File: config.mk
export PLATFORM = sky130hd
export DESIGN_NAME = bus_cycle_ctl
export DESIGN_NICKNAME = d
export VERILOG_FILES = /design/src/rtl/bus_cycle_ctl.sv
export SDC_FILE = /design/constraint.sdc
export NUM_CORES = 1
export LEC_CHECK = 0
export CAP_MARGIN = 15
export CORE_MARGIN = 2
export CORE_UTILIZATION = 48
export DETAILED_ROUTE_END_ITERATION = 8
export PLACE_DENSITY_LB_ADDON = 0.15
export SLEW_MARGIN = 20
export SYNTH_ARGS = -nofsm -noshare
export SYNTH_HDL_FRONTEND = slang
export SYNTH_SLANG_ARGS = --single-unit
File: constraint.sdc
create_clock -name clk -period 3.3 [get_ports clk]
set_clock_uncertainty 0.15 [all_clocks]
set_input_delay 0.99 -clock clk [delete_from_list [all_inputs] [get_ports clk]]
set_output_delay 0.99 -clock clk [all_outputs]
set_load 0.05 [all_outputs]
File: src/rtl/bus_cycle_ctl.sv
// bus_cycle_ctl: sequences one backplane bus cycle per accepted request.
// It drives db/nw/nrd with programmable per-space wait states, honours nws
// wait requests (acknowledged on nwaiting) and aborts a stuck wait after
// TO_CYCLES extended cycles.
//
// Ports:
//   clk, nreset        clock, async active-low reset
//   start              request strobe, sampled in IDLE only
//   nmem/nio, nr/nwen  space and direction selects, exactly one of each low
//   nhalt              low = halted, new requests ignored
//   wdata / db_in      write data / backplane read data
//   nws                synchronised wait request, active low
//   db_out, db_oe      registered write data and its drive enable
//   nw, nrd, nwaiting  write strobe, read strobe, wait acknowledge (active low)
//   busy, done         cycle in progress, one-cycle completion pulse
//   rdata              last captured read data
//   timeout, illegal   abort flag (with done), rejected-request pulse
module bus_cycle_ctl #(
  parameter int unsigned DW        = 16,
  parameter int unsigned MEM_WS    = 0,
  parameter int unsigned IO_WS     = 1,
  parameter int unsigned TO_CYCLES = 255
) (
  input  logic          clk,
  input  logic          nreset,
  input  logic          start,
  input  logic          nmem,
  input  logic          nio,
  input  logic          nr,
  input  logic          nwen,
  input  logic          nhalt,
  input  logic [DW-1:0] wdata,
  input  logic [DW-1:0] db_in,
  input  logic          nws,
  output logic [DW-1:0] db_out,
  output logic          db_oe,
  output logic          nw,
  output logic          nrd,
  output logic          nwaiting,
  output logic          busy,
  output logic          done,
  output logic [DW-1:0] rdata,
  output logic          timeout,
  output logic          illegal
);

  localparam int unsigned WSW = 4;
  localparam int unsigned TOW = 16;

  typedef enum logic [2:0] {
    S_IDLE,
    S_SETUP,
    S_STROBE,
    S_WAIT,
    S_HOLD
  } state_t;

  state_t           state_q, state_d;
  logic [WSW-1:0]   ws_cnt_q, ws_cnt_d;
  logic [TOW-1:0]   to_cnt_q, to_cnt_d;
  logic             is_mem_q, is_mem_d;
  logic             is_write_q, is_write_d;
  logic [DW-1:0]    db_out_d, rdata_d;
  logic             done_d, timeout_d, illegal_d;
  logic             busy_d, db_oe_d, nw_d, nrd_d, nwaiting_d;
  logic             strobe_d;
  logic             legal_c;
  logic             to_hit_c;

  assign legal_c  = (nmem ^ nio) & (nr ^ nwen);
  // Timeout fires on the WAIT cycle whose increment reaches TO_CYCLES.
  assign to_hit_c = ((TOW + 1)'(to_cnt_q) + (TOW + 1)'(1)) == (TOW + 1)'(TO_CYCLES);

  // Next state, counters and next values of every registered output.
  always_comb begin
    state_d    = state_q;
    ws_cnt_d   = ws_cnt_q;
    to_cnt_d   = to_cnt_q;
    is_mem_d   = is_mem_q;
    is_write_d = is_write_q;
    db_out_d   = db_out;
    rdata_d    = rdata;
    done_d     = 1'b0;
    timeout_d  = 1'b0;
    illegal_d  = 1'b0;

    case (state_q)
      S_IDLE: begin
        if (start && nhalt) begin
          if (legal_c) begin
            is_mem_d   = ~nmem;
            is_write_d = ~nwen;
            db_out_d   = wdata;
            state_d    = S_SETUP;
          end else begin
            illegal_d  = 1'b1;
          end
        end
      end
      S_SETUP: begin
        ws_cnt_d = is_mem_q ? WSW'(MEM_WS) : WSW'(IO_WS);
        to_cnt_d = '0;
        state_d  = S_STROBE;
      end
      S_STROBE: begin
        if (ws_cnt_q != '0) begin
          ws_cnt_d = ws_cnt_q - WSW'(1);
        end else if (nws) begin
          state_d  = S_HOLD;
          done_d   = 1'b1;
          if (!is_write_q) rdata_d = db_in;
        end else begin
          state_d  = S_WAIT;
        end
      end
      S_WAIT: begin
        to_cnt_d = to_cnt_q + TOW'(1);
        // A released nws on the timeout cycle still counts as a normal finish.
        if (nws || to_hit_c) begin
          state_d   = S_HOLD;
          done_d    = 1'b1;
          timeout_d = ~nws;
          if (!is_write_q) rdata_d = db_in;
        end
      end
      S_HOLD: begin
        state_d = S_IDLE;
      end
      default: begin
        state_d = S_IDLE;
      end
    endcase

    strobe_d   = (state_d == S_STROBE) || (state_d == S_WAIT);
    busy_d     = (state_d != S_IDLE);
    db_oe_d    = busy_d && is_write_d;
    nw_d       = ~(strobe_d && is_write_d);
    nrd_d      = ~(strobe_d && !is_write_d);
    nwaiting_d = ~(state_d == S_WAIT);
  end

  // State, counters and registered outputs.
  always_ff @(posedge clk or negedge nreset) begin
    if (!nreset) begin
      state_q    <= S_IDLE;
      ws_cnt_q   <= '0;
      to_cnt_q   <= '0;
      is_mem_q   <= 1'b0;
      is_write_q <= 1'b0;
      db_out     <= '0;
      db_oe      <= 1'b0;
      nw         <= 1'b1;
      nrd        <= 1'b1;
      nwaiting   <= 1'b1;
      busy       <= 1'b0;
      done       <= 1'b0;
      rdata      <= '0;
      timeout    <= 1'b0;
      illegal    <= 1'b0;
    end else begin
      state_q    <= state_d;
      ws_cnt_q   <= ws_cnt_d;
      to_cnt_q   <= to_cnt_d;
      is_mem_q   <= is_mem_d;
      is_write_q <= is_write_d;
      db_out     <= db_out_d;
      db_oe      <= db_oe_d;
      nw         <= nw_d;
      nrd        <= nrd_d;
      nwaiting   <= nwaiting_d;
      busy       <= busy_d;
      done       <= done_d;
      rdata      <= rdata_d;
      timeout    <= timeout_d;
      illegal    <= illegal_d;
    end
  end

endmodule

* Word level (Yosys, flattened, before mapping)
Index checks and enable logic that the tools add are counted.
** Storage, ports and cells
- Register bits after elaboration :: 65
- Bits of input ports :: 41
- Logic and storage cells :: 80
** Cells by class
- Bitwise gates (word level) :: 9
- Mux-type cells :: 27
- $add $sub $neg :: 3
- Reductions and logical operators :: 16
- Equal/unequal tests :: 10
** Operators by type and width (count)
- 2-to-1 mux 16 bit :: 4
- case mux 16 bit (2 select lines) :: 2
- adder 16 x 1 -> 17 bit (second input constant) :: 1
- equality test 17 x 8 -> 1 bit (second input constant) :: 1
- adder 16 x 1 -> 16 bit (second input constant) :: 1
- 2-to-1 mux 3 bit :: 5
- equality test 3 x 2 -> 1 bit (second input constant) :: 4
- 2-to-1 mux 1 bit :: 12
- case mux 3 bit (4 select lines) :: 1
- != test 2 bit (second input constant) :: 4
- case mux 4 bit (2 select lines) :: 1
- inverter 1 bit :: 6
- nonzero test 2 bit :: 3
- logical AND 1 bit :: 4
- 2-to-1 mux 4 bit :: 1
- AND reduction 4 bit :: 1
- nonzero test 4 bit :: 1
- subtractor 4 x 1 -> 4 bit (second input constant) :: 1
- equality test 3 x 1 -> 1 bit (second input constant) :: 1
- logical NOT 3 bit :: 1
- AND reduction 3 bit :: 1
- nonzero test 3 bit :: 1
- logical OR 1 bit :: 2
- case mux 1 bit (2 select lines) :: 1
- 4 further kinds :: 5

* Longest topological paths before layout
- Depth in word-level cells :: 9
- Mapped depth :: 9

* Worst setup path before layout
Ideal clock, no wire load.
- Kind :: register to register
- Start point :: register to_cnt_q[0]
- End point :: register rdata[10]
- Clock period less this slack :: 2.828 ns
- Setup slack :: 0.472 ns
- Required time :: 3.025 ns
- Buffers on the path :: 1
- Arrival time :: 2.553 ns
- Setup time :: 0.125 ns
- Cell stages (with the launch flop) :: 10
- Cell sequence :: dfrtp_1 -> ha_1 -> nand3_1 -> nor4_1 -> xnor2_1 -> o211ai_1 -> a2111oi_4 -> a31oi_4 -> buf_6 -> mux2_4
** Between the ends
- Word-level cells in the longest chain between the ends :: 5
** Ends and longest elaborated chain
- from (decl) :: RTL line 60 : logic [TOW-1:0] to_cnt_q, to_cnt_d;
- from (signal assigned) :: RTL line 163 : to_cnt_q <= to_cnt_d;
- adder 16 x 1 -> 17 bit :: RTL line 72 : assign to_hit_c = ((TOW + 1)'(to_cnt_q) + (TOW + 1)'(1)) == (TOW + 1)'(TO_CYCLES);
- equality test 17 x 8 -> 1 bit :: RTL line 72
- logical OR 1 bit :: RTL line 119 : if (nws || to_hit_c) begin
- != test 2 bit (no line)
- AND reduction 4 bit (no line)
- to (signal assigned) :: RTL line 173 : rdata <= rdata_d;
- to (decl) :: RTL line 42 : output logic [DW-1:0] rdata,
No other way between the ends.
A chain may end at the register's enable or synchronous reset.

* Final worst setup path
Same ends and word-level chain as after synthesis.

==> run_results.csv <==
group,metric,value,unit
outcome,status,"complete, no violations",
cts,cts_resized,0,
routing,drt-total-wl,6250,um
floorplanning,die_y,83.7,um
synth,synth_area_per_cell,11.5,um^2
sta,tightest_slew,0.642,ns
global_route,grt.overflow.total,0,
sta,drv_slew,0,
synth,ys_ff_latch,65,
synth,ys.flop_type,"dfrtp_1",
sta,setup_viol,0,
cts,cts.root.buffer_cell,"clkbuf_8",
placed_design,gp_congestion,0.878,
sta,setup_ws,0.266,ns
sta,hold_viol,0,
placed_design,dp_hpwl,4420,um
routing,drtIter0Drc,165,
placed_design,port_buffers,80,
critical_path,rrSetupSlack,0.27,ns
cts,clk_pin_slew,0.07,ns
synth,yosysTopAreaCell,"dfrtp_1",
final_layout,insertedDiodeCount,0,
power_and_ir_drop,leakagePower,1.78,nW
floorplanning,core-area,6240,um^2
routing,drtPass1Iterations,4,
floorplanning,die_width,83.7,um
sta,timing.final.crit_share,91.9,%
cts,htreeDepth,3,
sta,slew_headroom,57.2,%
power_and_ir_drop,p_per_area,937,nW/um^2
final_layout,drive_gt1_share,18.6,%
synth,synth_edf_count,0,
cts,clk_path_buf_depth,2,
critical_path,cp.arrival,3.10,ns
final_layout,num-fill-cells,482,
sta,rsz0062_at_grt,"no",
synth,ys_seq_area_share,53.5,%
final_layout,finalNetCount,394,
critical_path,worst-path-max-fanout,16,
sta,post-route-min-period,3.03,ns
hold_path,min_path_type,"reg2reg",
global_route,antenna_found_initial,0,
cts,cts_tree,"done",
routing,via_count,2340,
synth,synth_top_area_share,50.9,%
critical_path,required,3.36,ns
cts,clk_latency,0.33,ns
cts,numCtsBuffers,9,
sta,max_freq,330,MHz
synth,syn_inst,266,
final_layout,syn_to_final_growth,36.9,%
floorplanning,row_count,29,
global_route,grt_pass1_vias,2265,
synth,synth_area,3050,um^2
synth,yosysWarnings,0,
floorplanning,start_util,48.8,%
critical_path,worstSetupPathType,"reg2reg",
job,max-cap-violations,0,
global_route,grt_max_degree,39,
cts,clock-sinks,65,
synth,syn-num-nets,310,
global_route,track_usage,19.3,%
routing,vias_per_cell,5.42,
sta,fin_tns_setup,0,ns
critical_path,endpoint_kind,"flop",
routing,antenna_left,0,
power_and_ir_drop,vdd_ir_drop_max,0.000628,V
synth,yosysUniqueCellTypes,45,
routing,wl_per_cell,14.5,um
floorplanning,io_pins,81,
placed_design,dp_slack,0.167,ns
synth,async_flop_share,100,%
global_route,grt_pass1_wl,10800,um
floorplanning,die-area,7000,um^2
routing,drc,0,
synth,yosys-top-cells-area,"dfrtp_1, mux2_2, mux2_4, o21ai_0, nand2_1",
critical_path,start_kind,"flop",
final timing paths:
check,end,from,depth (start not counted)
max,rdata[10],to_cnt_q[0],9
min,db_out[12],db_out[12],1
max reg2reg,rdata[10],to_cnt_q[0],9
min reg2reg,db_out[12],db_out[12],1
max in group asynchronous,nwaiting,nreset,2
min in group asynchronous,rdata[5],nreset,1
registers in the layout (all words and copies together) (netlist names):
name / cells
busy: 1
db_oe: 1
to_cnt_q: 16
nw: 1
db_out: 16
state_q: 3
rdata: 16
nwaiting: 1
illegal: 1
nrd: 1
timeout: 1
done: 1
ws_cnt_q: 4
is_write_q: 1
is_mem_q: 1
through the flow:
step	hold WS (ns)	cells	utilization [%]	total power [W]	instance area, um^2
after floorplan	0.301	266	-	0.00253	3050
after global placement	0.334	415	62.9	0.00313	3920
after detailed placement	0.345	415	62.9	0.00316	3920
after CTS	0.359	431	66.5	0.00395	4150
after global routing	0.378	432	66.9	0.00411	4170
final	0.354	432	66.9	0.00391	4170
cells by family after synthesis:
logic type,after synthesis,share of synthesized area [%]
and+or+nand+nor,80,13.1
DFF,65,53.5
xor gates and xnor gates,7,2.01
AOI/OAI and AO/OA,57,13.1
buffers and inverters,18,2.71
muxes,36,14.4
adders and majority gates,3,1.23
worst max-delay path: stages (launching register included):
cell and delay [ns]:
dfrtp_1 0.44, ha_1 0.24, nand3_1 0.20, nor4_1 0.39, xnor2_1 0.18, o211ai_1 0.15, a2111oi_4 0.52, a31oi_4 0.15
buf_12 0.20, mux2_4 0.29
cells in the mapped netlist, types with 3 or more instances:
library cell and instances:
a32oi_1 3, nand2b_1 3, mux2_2 22, nor2b_1 3, nor3_1 3, inv_1 6, o31ai_1 8, dfstp_2 3
nand2_1 23, ha_1 3, nand3_1 9, dfrtp_1 62, xnor2_1 6, mux2_4 10, o21ai_0 21, nor2_1 20
nand4_1 4, a21o_1 4, a21oi_1 9, mux2i_1 4, clkbuf_1 9
power by group:
part / leakage (nW) / switching (W) / total [W] / internal, W
registers: 0.825 / 0.000170 / 0.00125 / 0.00108
logic: 0.850 / 0.00116 / 0.00190 / 0.000733
clock network: 0.109 / 0.000299 / 0.000766 / 0.000467
total: 1.78 / 0.00163 / 0.00391 / 0.00228
cell type report:
cell class	count	area, um^2	area share (%)
clock inverter	4	75.1	1.80
timing repair buffer	85	858	20.6
tap	77	96.3	2.31
multi-input combinational	183	1340	32.0
sequential	65	1630	39.1
clock buffer	12	155	3.72
inverter	6	22.5	0.540
cell usage in the layout, fill, tap and decap left out, types with 2 or more instances in the layout:
| master | n |
|---|---|
| clkdlybuf4s50_1 | 79 |
| nand3_1 | 9 |
| bufinv_16 | 2 |
| dfrtp_1 | 62 |
| nor2_1 | 20 |
| or2_2 | 2 |
| nor4_1 | 2 |
| nor3_1 | 3 |
| clkbuf_8 | 11 |
| dfstp_2 | 3 |
| nand2_1 | 23 |
| buf_4 | 3 |
| a21oi_1 | 9 |
| a21o_1 | 4 |
| mux2i_1 | 4 |
| o21bai_1 | 2 |
| mux2_2 | 22 |
| nand2b_1 | 3 |
| o31ai_1 | 8 |
| mux2_4 | 10 |
| xnor2_1 | 6 |
| buf_12 | 2 |
| inv_1 | 6 |
| and2_1 | 2 |
| a32oi_1 | 3 |
| o21ai_0 | 21 |
| nor3b_1 | 2 |
| ha_1 | 3 |
| nor2b_1 | 3 |
| a22o_1 | 2 |
| clkinvlp_4 | 2 |
| nand4_1 | 4 |
timing repair:
action / CTS / global route
endpoints found under the setup margin: 0 / 16
setup buffers: 0 / 1
hold buffers: 0 / 0
per-layer routing:
| metal | vias up | wire (um) | GRT usage [%] |
|---|---|---|---|
| li1 | 1125 | - | - |
| met1 | 1150 | 2960 | 26.4 |
| met2 | 57 | 2900 | 28.9 |
| met3 | 8 | 302 | 5.24 |
| met4 | 0 | 87 | 8.36 |
| met5 | - | 0 | 0 |
(Power assumes the default switching activity.)
